<file path="src/rtl/mojo_com_rx_assembler_pkg.sv">
// Shared definitions for the host serial link framers (receive and transmit paths).
package com_pkg;

    localparam int BYTE_W = 8;

    typedef enum logic {
        ST_IDLE = 1'b0,
        ST_RECV = 1'b1
    } com_state_t;

    // Elaboration-time ceil(log2(v)); returns 0 for v <= 1.
    function automatic int clog2(input int v);
        int r;
        r = 0;
        while ((1 << r) < v) r++;
        return r;
    endfunction

endpackage

</file>
<file path="src/rtl/mojo_com_rx_assembler_if.sv">
// Byte-in / frame-out bundle between the UART byte receiver and the frame assembler.
interface mojo_com_rx_assembler_if
    import com_pkg::*;
#(
    parameter int DATA_SIZE = 16
);
    logic [BYTE_W-1:0]           rx_data;
    logic                        new_rx_data;
    logic                        clear;
    logic [DATA_SIZE*BYTE_W-1:0] rx_arr;
    logic                        new_rx;
    logic                        rx_busy;
    logic                        timeout;

    modport master (
        output rx_data, new_rx_data, clear,
        input  rx_arr, new_rx, rx_busy, timeout
    );

    modport slave (
        input  rx_data, new_rx_data, clear,
        output rx_arr, new_rx, rx_busy, timeout
    );
endinterface

</file>
<file path="src/rtl/mojo_com_rx_assembler_timer.sv">
// Inter-byte silence timer: counts idle cycles while a partial frame is held.
module com_silence_timer
    import com_pkg::*;
#(
    parameter int TIMEOUT_CYCLES = 50000
) (
    input  logic clk,
    input  logic rst_n,
    input  logic run,
    input  logic kick,
    output logic expire
);
    localparam int CNT_W = clog2(TIMEOUT_CYCLES + 1);
    localparam logic [CNT_W-1:0] LAST_CNT = CNT_W'(TIMEOUT_CYCLES - 1);

    logic [CNT_W-1:0] r_cnt;
    logic             w_hit;

    assign w_hit  = run && !kick && (r_cnt == LAST_CNT);
    assign expire = w_hit;

    // NOTE: sequential state uses non-blocking assignments so every register samples pre-edge values.
    always_ff @(posedge clk or negedge rst_n) begin
        if (!rst_n) begin
            r_cnt <= '0;
        end else if (!run || kick || w_hit) begin
            r_cnt <= '0;
        end else begin
            r_cnt <= r_cnt + 1'b1;
        end
    end
endmodule

</file>
<file path="src/rtl/mojo_com_rx_assembler.sv">
// Receive framer: packs DATA_SIZE strobed bytes into rx_arr, abandoning partial frames on silence.
module mojo_com_rx_assembler
    import com_pkg::*;
#(
    parameter int DATA_SIZE      = 16,
    parameter int TIMEOUT_CYCLES = 50000
) (
    input  logic                  clk,
    input  logic                  rst_n,
    mojo_com_rx_assembler_if.slave rx_if
);
    localparam int BUF_W = DATA_SIZE * BYTE_W;
    localparam int IDX_W = (clog2(DATA_SIZE) < 1) ? 1 : clog2(DATA_SIZE);
    localparam logic [IDX_W-1:0] LAST_IDX = IDX_W'(DATA_SIZE - 1);

    com_state_t       r_state;
    logic [IDX_W-1:0] r_idx;
    logic [BUF_W-1:0] r_buf;
    logic [BUF_W-1:0] r_rx_arr;
    logic             r_new_rx;
    logic             r_busy;
    logic             r_timeout;

    logic [BUF_W-1:0] w_buf_next;
    logic             w_last;
    logic             w_expire;

    com_silence_timer #(
        .TIMEOUT_CYCLES(TIMEOUT_CYCLES)
    ) u_timer (
        .clk   (clk),
        .rst_n (rst_n),
        .run   (r_state == ST_RECV),
        .kick  (rx_if.new_rx_data || rx_if.clear),
        .expire(w_expire)
    );

    // In IDLE r_idx is always 0, so the same slot select serves the first byte.
    assign w_last = (r_idx == LAST_IDX);

    // NOTE: default the whole vector first so the conditional byte write cannot infer a latch.
    always_comb begin
        w_buf_next = r_buf;
        for (int k = 0; k < DATA_SIZE; k++) begin
            if (r_idx == IDX_W'(k)) w_buf_next[k*BYTE_W +: BYTE_W] = rx_if.rx_data;
        end
    end

    // NOTE: the assembly buffer is a register bank, not a RAM, so it takes the async reset too.
    always_ff @(posedge clk or negedge rst_n) begin
        if (!rst_n) begin
            r_state   <= ST_IDLE;
            r_idx     <= '0;
            r_buf     <= '0;
            r_rx_arr  <= '0;
            r_new_rx  <= 1'b0;
            r_busy    <= 1'b0;
            r_timeout <= 1'b0;
        end else begin
            r_new_rx  <= 1'b0;
            r_timeout <= 1'b0;
            if (rx_if.clear) begin
                r_state <= ST_IDLE;
                r_idx   <= '0;
                r_busy  <= 1'b0;
            end else if (rx_if.new_rx_data) begin
                r_buf <= w_buf_next;
                if (w_last) begin
                    r_rx_arr <= w_buf_next;
                    r_new_rx <= 1'b1;
                    r_state  <= ST_IDLE;
                    r_idx    <= '0;
                    r_busy   <= 1'b0;
                end else begin
                    r_state  <= ST_RECV;
                    r_idx    <= r_idx + 1'b1;
                    r_busy   <= 1'b1;
                end
            end else if (w_expire) begin
                r_state   <= ST_IDLE;
                r_idx     <= '0;
                r_busy    <= 1'b0;
                r_timeout <= 1'b1;
            end
        end
    end

    assign rx_if.rx_arr  = r_rx_arr;
    assign rx_if.new_rx  = r_new_rx;
    assign rx_if.rx_busy = r_busy;
    assign rx_if.timeout = r_timeout;
endmodule

</file>
<file path="src/flat_wrapper.sv">
// flat-port wrapper written by rule: the top's interface ports become plain ports
module mojo_com_rx_assembler_flat import com_pkg::*;
#(
    parameter int DATA_SIZE      = 16,
    parameter int TIMEOUT_CYCLES = 50000
)
  (clk, rst_n, rx_if_rx_data, rx_if_new_rx_data, rx_if_clear, rx_if_rx_arr, rx_if_new_rx, rx_if_rx_busy, rx_if_timeout);
  mojo_com_rx_assembler_if #(.DATA_SIZE(DATA_SIZE)) rx_if_i ();
  input  logic clk;
  input  logic rst_n;
  input wire logic [$bits(rx_if_i.rx_data)-1:0] rx_if_rx_data;
  input wire logic [$bits(rx_if_i.new_rx_data)-1:0] rx_if_new_rx_data;
  input wire logic [$bits(rx_if_i.clear)-1:0] rx_if_clear;
  output wire logic [$bits(rx_if_i.rx_arr)-1:0] rx_if_rx_arr;
  output wire logic [$bits(rx_if_i.new_rx)-1:0] rx_if_new_rx;
  output wire logic [$bits(rx_if_i.rx_busy)-1:0] rx_if_rx_busy;
  output wire logic [$bits(rx_if_i.timeout)-1:0] rx_if_timeout;
  assign rx_if_i.rx_data = rx_if_rx_data;
  assign rx_if_i.new_rx_data = rx_if_new_rx_data;
  assign rx_if_i.clear = rx_if_clear;
  assign rx_if_rx_arr = rx_if_i.rx_arr;
  assign rx_if_new_rx = rx_if_i.new_rx;
  assign rx_if_rx_busy = rx_if_i.rx_busy;
  assign rx_if_timeout = rx_if_i.timeout;
  mojo_com_rx_assembler #(.DATA_SIZE(DATA_SIZE), .TIMEOUT_CYCLES(TIMEOUT_CYCLES)) u_core (.clk(clk), .rst_n(rst_n), .rx_if(rx_if_i));
endmodule
</file>
<file path="config.mk">
export PLATFORM = sky130hd
export DESIGN_NAME = mojo_com_rx_assembler_flat
export DESIGN_NICKNAME = d
export VERILOG_FILES = /design/src/rtl/mojo_com_rx_assembler_pkg.sv /design/src/rtl/mojo_com_rx_assembler_if.sv /design/src/rtl/mojo_com_rx_assembler_timer.sv /design/src/rtl/mojo_com_rx_assembler.sv /design/src/flat_wrapper.sv
export SDC_FILE = /design/constraint.sdc
export NUM_CORES = 1
export LEC_CHECK = 0
export ABC_AREA = 1
export CAP_MARGIN = 20
export CORE_MARGIN = 3
export CORE_UTILIZATION = 52
export DETAILED_ROUTE_END_ITERATION = 7
export HOLD_SLACK_MARGIN = 0.08
export PLACE_DENSITY = 0.74
export SYNTH_ARGS = -nofsm -noshare
export SYNTH_HDL_FRONTEND = slang
export SYNTH_HIERARCHICAL = 1
export SYNTH_SLANG_ARGS = --single-unit
</file>
<file path="constraint.sdc">
create_clock -name clk -period 1.8 [get_ports clk]
set_input_delay 0.18 -clock clk [delete_from_list [all_inputs] [get_ports clk]]
set_output_delay 0.18 -clock clk [all_outputs]
set_load 0.02 [all_outputs]
</file>
==> reports/metrics.yaml <==
placement:
  hpwl_mm: 21.6
  dp_cells: 2065
  portBuffers: 142
  dp_slack_ns: 0.00363
  place.gp.congestion: 0.847
grt:
  grt_pass1_wl_mm: 56.8
  antenna_found_initial: 0
  first_global_vias: 11300
  grt_max_degree: 121
  gr-total-overflow: 0
  grtUsageTotal_pct: 26.3
cells_and_area:
  diodes: 0
  final_common_cell: "nand2_1"
  fillers: 1969
  nNetsFinal: 1797
  syn2layout_area_growth_pct: 25.7
  drive_gt1_share_pct: 7.72
  seqCellArea_um2: 6780
  fin_cells: 2119
  final_cell_mix: "nand2_1, nand3_1, dfrtp_1"
  multiInputGateArea_um2: 4950
cts:
  clk_latency_ns: 0.54
  clkTransAtPathRegs_ns: 0.06
  root_buffer: "clkbuf_16"
  cts_buffers: 29
  htreeDepth: 1
  clockBufferDepth: 3
  cts_sinks: 271
  tritoncts: "yes"
detailed_routing:
  drt_iter0_drc: 1244
  firstDrtPassIters: 5
  wl_per_cell_um: 16.4
  routed_wl_mm: 34.7
  ant_nets: 0
  num_vias: 11600
  drc_errors: 0
  viasPerCell: 5.45
timing:
  final.setup.tns_ns: 0
  slew_viol_final: 0
  slew_headroom_pct: 62.3
  fin_skew_ns: 0.0114
  period_minus_slack_ns: 1.76
  worstMarginPinSlew_ns: 0.565
  fin_crit_sh_pct: 97.9
  hold_viol_final: 0
  timing.final.setup_violations: 0
  fmax_mhz: 568
  final.setup.worst_slack_ns: 0.0386
floorplan:
  initial_core_util_pct: 53.5
  ioPinCount: 143
  die_w_um: 162
  coreArea_um2: 23700
  die-area_um2: 26300
  chipHeight_um: 162
  rows: 56
setup_path:
  cp_max_fo: 2
  slowest_delay_ns: 0.63
  critPathSlowestCell: "clkdlybuf4s50_1"
  reg2reg_depth: 6
  crit_required_ns: 1.62
  reg2reg_from: "u_core/r_idx[1]"
  critPathBufInv: 1
  critPathCaptureType: "output port"
  arrival_ns: 1.58
  r2r-end: "u_core/rx_if.rx_arr[78]"
  startpoint_type: "flip-flop"
  rrSetupSlack_ns: 0.05
  crit_family: "buffers and inverters"
  crit_chain: "clkdlybuf4s50_1"
  crit_type: "flip-flop to output port"
power:
  p_per_area_nw_per_um2: 885
  p_sw_share_pct: 24.4
  pwr-share-comb_pct: 9.0
  power.internal_w: 0.0106
  switchingPower_w: 0.00343
  irDropWorstVdd_mv: 0.710
  p_leak_nw: 8.50
  seq_power_share_pct: 46.4
  clockPowerShare_pct: 44.6
yosys:
  syn-num-nets: 1653
  yosysWarnings: 6
  ys_types: 26
  yosys-top-cells-area: "dfrtp_1, nand2_1, nand3_1"
  ys_seq_elements: 271
  ys_seq_area_share_pct: 53.6
  synth_area_leader_cell: "dfrtp_1"
  yosysTopAreaCellShare_pct: 53.6
  postSynthCellCount: 1636
  postSynthAreaPerCell_um2: 7.74
  synth_area_um2: 12700
min_path:
  hp-class: "input pin to async pin"
flow_run:
  maxCapViolCount: 0
outcome:
  status: "completed"
-- worst max-delay path by stage --
stage	startpoint	to	slack, ns	cells past startpoint
finish	u_core/rx_if.rx_arr[114]	rx_if_rx_arr[114]	0.04	1
global route	u_core/r_idx[1]	u_core/rx_if.rx_arr[76]	-0.01	6
CTS	u_core/rx_if.rx_busy	rx_if_rx_busy	0.007	1
detailed placement	u_core/r_idx[0]	u_core/rx_if.rx_arr[34]	0.004	6
global placement	u_core/u_timer/r_cnt[0]	u_core/r_idx[0]	0.09	10
floorplan	u_core/u_timer/r_cnt[0]	u_core/r_idx[0]	0.29	10
-- routing by layer --
| metal | up-vias | global-route usage, % | share of wire, % |
|---|---|---|---|
| li1 | 5448 | - | - |
| met1 | 5581 | 36.3 | 42 |
| met2 | 447 | 42.6 | 47 |
| met3 | 77 | 4.85 | 7.9 |
| met4 | 0 | 8.07 | 2.9 |
| met5 | - | 0 | 0 |
-- area by class of cell --
| class | count | area share, % |
|---|---|---|
| Inverter | 148 | 3.51 |
| Tap cell | 319 | 2.51 |
| Clock buffer | 37 | 5.06 |
| Sequential cell | 271 | 42.6 |
| Timing Repair Buffer | 206 | 13.9 |
| Clock inverter | 14 | 1.28 |
| Multi-Input combinational cell | 1124 | 31.1 |
-- timing repair --
action	4_1_cts	5_1_grt
endpoints found under the setup margin	8	126
setup buffers	0	2
hold buffers	1	0
endpoints found under the hold margin	263	0
resized for setup	2	11
pin swaps	0	2
-- through the flow --
step	hold slack (ns)	area (um^2)	utilization [%]	power (W)
floorplan	-0.116	12700	-	0.00733
global placement	0.156	14800	62.6	0.00781
detailed placement	0.155	14800	62.6	0.00787
CTS	0.187	15800	66.9	0.0142
global route	0.217	15900	67.2	0.0146
finish	0.149	15900	67.2	0.0141
-- logic make-up (layout without fill, tap and decap cells) --
family	Yosys count	in the layout	synth area share, %
AOI/OAI and AO/OA	7	7	0.326
adders and majority gates	5	5	0.494
and+or+nand+nor	1105	1105	37.2
xor gates and xnor gates	7	7	0.484
buffers and inverters	241	405	7.91
DFF	271	271	53.6
-- synthesized netlist by cell type (all sizes together) --
cell type  number
nand2         686
nand3         347
o22ai           1
xnor2           2
clkbuf         31
nand4          28
ha              5
inv           148
o21ai           4
buf            62
dfrtp         271
nor3            2
o21bai          2
xor2            5
nor2           42
-- state kept, by name, summed over array words and instances (netlist names) --
name                  count
u_core/u_timer/r_cnt     16
u_core/r_idx              4
u_core/r_buf            120
u_core/rx_if.rx_arr     128
u_core/rx_if.new_rx       1
u_core/rx_if.timeout      1
u_core/rx_if.rx_busy      1
-- power by group through the flow --
stage / logic [W] / clock network [W] / registers (W)
5_1_grt: 0.00143 / 0.00664 / 0.00655
4_1_cts: 0.00125 / 0.00638 / 0.00652
2_1_floorplan: 0.000728 / 0 / 0.00660
6_report: 0.00126 / 0.00628 / 0.00653
3_3_place_gp: 0.00120 / 0 / 0.00661
3_5_place_dp: 0.00124 / 0 / 0.00662
Note: power is estimated with default switching activity, not from simulation.
